==> src/rtl/wide_add_pkg.sv <==
// Shared types and constants for the wide add sequencer.
// Nibble width and FSM state encoding.
package wide_add_pkg;

    localparam int NIBBLE_W = 4;

    typedef enum logic [1:0] {
        IDLE = 2'd0,
        RUN  = 2'd1,
        DONE = 2'd2
    } wadd_state_t;

endpackage

==> src/rtl/wide_add_sequencer_nibble_adder.sv <==
// 4-bit ripple-carry adder built from full-adder cells.
// Also exports the carry into bit 3 for signed overflow.
module nibble_adder
    import wide_add_pkg::*;
(
    input  logic [NIBBLE_W-1:0] a,
    input  logic [NIBBLE_W-1:0] b,
    input  logic                ci,
    output logic [NIBBLE_W-1:0] s,
    output logic                co,
    output logic                c3
);

    logic carry;

    // Full-adder cells chained LSB to MSB.
    always_comb begin
        s     = '0;
        c3    = 1'b0;
        carry = ci;
        for (int i = 0; i < NIBBLE_W; i++) begin
            if (i == NIBBLE_W - 1) begin
                c3 = carry;
            end
            s[i]  = a[i] ^ b[i] ^ carry;
            carry = (a[i] & b[i]) | (carry & (a[i] ^ b[i]));
        end
        co = carry;
    end

endmodule

==> src/rtl/wide_add_sequencer.sv <==
// Multi-cycle wide adder/subtractor over one shared nibble adder.
// Valid/ready on both sides, one transaction in flight.
module wide_add_sequencer
    import wide_add_pkg::*;
#(
    parameter int WORDS = 4
) (
    input  logic               clk,
    input  logic               rst,
    input  logic               in_valid,
    output logic               in_ready,
    input  logic [4*WORDS-1:0] a,
    input  logic [4*WORDS-1:0] b,
    input  logic               cin,
    input  logic               sub,
    output logic               out_valid,
    input  logic               out_ready,
    output logic [4*WORDS-1:0] sum,
    output logic               cout,
    output logic               ovf,
    output logic               busy
);

    localparam int N  = NIBBLE_W * WORDS;
    localparam int IW = (WORDS > 1) ? $clog2(WORDS) : 1;
    localparam logic [IW-1:0] LAST_IDX = IW'(WORDS - 1);

    wadd_state_t state_q;
    wadd_state_t state_d;

    logic [N-1:0]  a_q;
    logic [N-1:0]  b_q;
    logic [N-1:0]  sum_q;
    logic          carry_q;
    logic [IW-1:0] idx_q;
    logic          cout_q;
    logic          ovf_q;

    logic [NIBBLE_W-1:0] a_cur;
    logic [NIBBLE_W-1:0] b_cur;
    logic [NIBBLE_W-1:0] nib_s;
    logic                nib_co;
    logic                nib_c3;
    logic                last;

    assign last      = (idx_q == LAST_IDX);
    assign in_ready  = (state_q == IDLE);
    assign out_valid = (state_q == DONE);
    assign busy      = (state_q != IDLE);
    assign sum       = sum_q;
    assign cout      = cout_q;
    assign ovf       = ovf_q;

    // Select the current operand nibbles by index.
    always_comb begin
        a_cur = '0;
        b_cur = '0;
        for (int i = 0; i < WORDS; i++) begin
            if (idx_q == IW'(i)) begin
                a_cur = a_q[i*NIBBLE_W +: NIBBLE_W];
                b_cur = b_q[i*NIBBLE_W +: NIBBLE_W];
            end
        end
    end

    nibble_adder u_nib (
        .a  (a_cur),
        .b  (b_cur),
        .ci (carry_q),
        .s  (nib_s),
        .co (nib_co),
        .c3 (nib_c3)
    );

    // FSM state register.
    always_ff @(posedge clk or posedge rst) begin
        if (rst) begin
            state_q <= IDLE;
        end else begin
            state_q <= state_d;
        end
    end

    // Next-state logic; handshakes depend only on state.
    always_comb begin
        state_d = state_q;
        case (state_q)
            IDLE: if (in_valid) state_d = RUN;
            RUN:  if (last)     state_d = DONE;
            DONE: if (out_ready) state_d = IDLE;
            default: state_d = IDLE;
        endcase
    end

    // Operand capture and one nibble per cycle of accumulation.
    always_ff @(posedge clk or posedge rst) begin
        if (rst) begin
            a_q     <= '0;
            b_q     <= '0;
            sum_q   <= '0;
            carry_q <= 1'b0;
            idx_q   <= '0;
            cout_q  <= 1'b0;
            ovf_q   <= 1'b0;
        end else begin
            case (state_q)
                IDLE: begin
                    if (in_valid) begin
                        a_q     <= a;
                        b_q     <= sub ? ~b : b;
                        carry_q <= sub ? 1'b1 : cin;
                        idx_q   <= '0;
                        sum_q   <= '0;
                        cout_q  <= 1'b0;
                        ovf_q   <= 1'b0;
                    end
                end
                RUN: begin
                    for (int i = 0; i < WORDS; i++) begin
                        if (idx_q == IW'(i)) begin
                            sum_q[i*NIBBLE_W +: NIBBLE_W] <= nib_s;
                        end
                    end
                    carry_q <= nib_co;
                    idx_q   <= idx_q + IW'(1);
                    if (last) begin
                        cout_q <= nib_co;
                        ovf_q  <= nib_c3 ^ nib_co;
                    end
                end
                default: begin
                end
            endcase
        end
    end

endmodule

==> config.mk <==
export PLATFORM = sky130hd
export DESIGN_NAME = wide_add_sequencer
export DESIGN_NICKNAME = d
export VERILOG_FILES = /design/src/rtl/wide_add_pkg.sv /design/src/rtl/wide_add_sequencer_nibble_adder.sv /design/src/rtl/wide_add_sequencer.sv
export SDC_FILE = /design/constraint.sdc
export NUM_CORES = 1
export LEC_CHECK = 0
export ABC_AREA = 1
export CORE_ASPECT_RATIO = 0.6
export CORE_MARGIN = 1.5
export CORE_UTILIZATION = 55
export DETAILED_ROUTE_END_ITERATION = 7
export GPL_ROUTABILITY_DRIVEN = 0
export PLACE_DENSITY = 0.85
export REMOVE_ABC_BUFFERS = 1
export SKIP_LAST_GASP = 1
export SYNTH_ARGS = -nofsm -noshare
export SYNTH_HDL_FRONTEND = slang
export SYNTH_SLANG_ARGS = --single-unit
==> constraint.sdc <==
create_clock -name clk -period 8.1 [get_ports clk]
set_input_delay 1.215 -clock clk [delete_from_list [all_inputs] [get_ports clk]]
set_output_delay 1.215 -clock clk [all_outputs]
set_load 0.03 [all_outputs]
==> metrics.yaml <==
run_status:
  outcome: "complete, no violations"
floorplanning:
  core-area_sq_um: 4730
  dieArea_sq_um: 5550
  io_pins: 59
  die_w_um: 95.2
  rows: 19
  start_util_pct: 59.2
  die_height_um: 58.3
yosys:
  ys_ff_latch: 55
  syn_area_sq_um: 2800
  synthTopCellsByArea: "dfrtp_1 49%, nand2_1 20%, xnor2_1 5.0%, o21ai_1 4.1%, inv_1 3.2%"
  yosysTopAreaCell: "dfrtp_1"
  yosysWarnings: 0
  ys_seq_area_share_pct: 49.1
  synth_top_cell_area_share_pct: 49.1
  synthMostInstantiatedCell: "nand2_1"
  synth-async-reset-ratio_pct: 100
  synth_ff_type: "dfrtp_1"
  syn-mean-instance-area_sq_um: 8.10
  synth_edf_count: 0
  synth.top_cells.by_count: "149 x nand2_1, 55 x dfrtp_1, 24 x inv_1, 23 x o21ai_1, 17 x a21oi_1"
  synth_cells: 346
  synth.distinct_cells: 23
worst_setup_path:
  rr_worst_depth: 16
  crit_buf_inv: 5
  worstPathArrival_ns: 3.82
  cp_cell_sequence: "inv_1, ha_1, clkinv_1, nand2_1, nand3_1, a21oi_1, fa_1, inv_1, fa_1, inv_1, fa_1, inv_1, fa_1, nor2_1, nand2_1, nand2_1"
  crit_type: "reg -> reg"
  cp_max_fo: 10
  required_ns: 8.36
  crit_slowest_cell: "fa_1"
  critPathMaxStageDelay_ns: 0.47
  startpoint_type: "flop"
  path_depth: 16
  path_delay_family: "adder cells"
  end_kind: "flop"
routing:
  wl_per_cell_um: 14.1
  drcViolationCount: 0
  first_iter_violations: 171
  vias_per_cell: 5.19
  wirelength_um: 6460
  vias: 2389
  dr.pass1.iters: 5
  drtAntennaViolNets: 0
timing:
  rsz0062_at_grt: "no"
  relSlewSlack_pct: 26.3
  fmax_ghz: 0.281
  skew_ns: 0.0128
  min_period_over_period_pct: 43.9
  period_needed_ns: 3.56
  holdWs_ns: 0.490
  hold_viol: 0
  slew_violations: 0
  worst_pin_slew_ns: 1.11
  setup_violations: 0
  setup_tns_ns: 0
power:
  leakagePower_nw: 1.72
  peakVddDrop_mv: 0.237
  p_per_area_nw_per_um2: 427
run:
  maxCapViolCount: 0
layout:
  antennaDiodeCount: 0
  final_layout_size_suffix_gt1_share_pct: 4.53
  fin_nets: 442
  area_delta_synth_final_pct: 23.6
  nFillCells: 365
  design_area_sq_um: 3460
  fin_cells: 460
global_route:
  antenna_found_initial: 0
  groute.usage.overall_pct: 25.2
  grt_pass1_vias: 2283
  overflow: 0
  grt_max_degree: 56
  grt_pass1_wl_um: 10500
clock_tree:
  cts.clk_slew.worst_paths_ns: 0.10
  cts_setup_buffers: 0
  htree_levels: 2
  cts_root_buf: "clkbuf_8"
  numCtsBuffers: 5
  clockBufferDepth: 2
  cts.hold.buffers_added: 0
  clock_sink_count: 55
  cts_tree: "yes"
  clk_latency_ns: 0.31
  post_cts_resized: 0
placed_design:
  place_inst: 452
  port-buffer-count: 58
  hpwl_um: 4750
  place_area_sq_um: 3360
min_path:
  holdPathStages: 2
  hp-class: "reg -> reg"
[routing by layer]
layer  up-vias  global-route usage (%)  wire [um]
li1       1167                       -          -
met1      1121                    35.4       2950
met2        94                    38.7       2950
met3         7                    6.46        512
met4         0                    7.89         54
met5         -                       0          0
[flip-flops by register name, summed over array words and instances, names as in the netlist]
register and cells:
a_q 16, b_q 16, carry_q 1, cout 1, idx_q 2, ovf 1
state_q 2, sum 16
[report_power, final]
part           internal [mW]  total [mW]  switching [mW]  leakage [nW]
Combinational          0.293       0.835           0.543         0.971
Sequential             0.397       0.477          0.0799         0.697
Clock                 0.0779       0.167          0.0888        0.0505
[cell usage in the layout (no fill, tap or decap), drive strengths merged]
cell           instances
nand2                150
clkdlybuf4s50         58
dfrtp                 55
o21ai                 28
inv                   26
a21oi                 17
xnor2                 16
nand3                 14
nor2                  12
clkbuf                 7
fa                     4
ha                     4
or2                    3
clkinv                 1
o31ai                  1
clkinvlp               1
[worst register-to-register path, cell delays in order (launching register included)]
cell      delay [ns]
dfrtp_1         0.43
inv_1           0.10
ha_1            0.34
clkinv_1        0.33
nand2_1         0.16
nand3_1         0.08
a21oi_1         0.19
fa_1            0.20
inv_1           0.06
fa_1            0.36
inv_1           0.07
fa_1            0.19
inv_1           0.08
fa_1            0.47
nor2_1          0.27
nand2_1         0.11
nand2_1         0.06
[cell type report]
cell class              count  area, sq um  share of cell area (%)
clock buffers               7         96.3                    2.78
inverters                  27          101                    2.93
well taps                  63         78.8                    2.28
clock inverters             1         7.51                   0.217
flip-flops and latches     55         1380                    39.7
multi-input cells         249         1220                    35.3
repair buffers             58          581                    16.8
[final timing paths]
kind	startpoint	end	slack [ns]
max in group asynchronous	rst	b_q[0]$_DFFE_PP0P_	5.92
max reg2reg	idx_q[1]$_DFFE_PP0P_	sum[3]$_DFFE_PP0P_	4.54
min reg2reg	a_q[9]$_DFFE_PP0P_	a_q[9]$_DFFE_PP0P_	0.49
min in group asynchronous	rst	sum[9]$_DFFE_PP0P_	1.48
min	a_q[9]$_DFFE_PP0P_	a_q[9]$_DFFE_PP0P_	0.49
max	idx_q[1]$_DFFE_PP0P_	sum[3]$_DFFE_PP0P_	4.54
[per-stage QoR]
step                util [%]  total power, mW  setup slack [ns]
global placement        71.0             1.26              4.85
global route            73.2             1.60              4.24
CTS                     73.2             1.47              4.61
finish                  73.2             1.48              4.54
floorplan                  -             1.03              5.06
detailed placement      71.0             1.30              4.64
[cells by family (layout without fill, tap and decap cells)]
family | count (synthesis) | after routing | synth area share (%)
XOR/XNOR | 16 | 16 | 5.00
adder cells (fa/ha/maj) | 8 | 8 | 4.64
buffers and inverters | 42 | 93 | 7.28
AO/OA/AOI/OAI | 46 | 46 | 8.57
flip-flops | 55 | 55 | 49.1
AND/OR/NAND/NOR | 179 | 179 | 25.4
(Power assumes the default switching activity.)
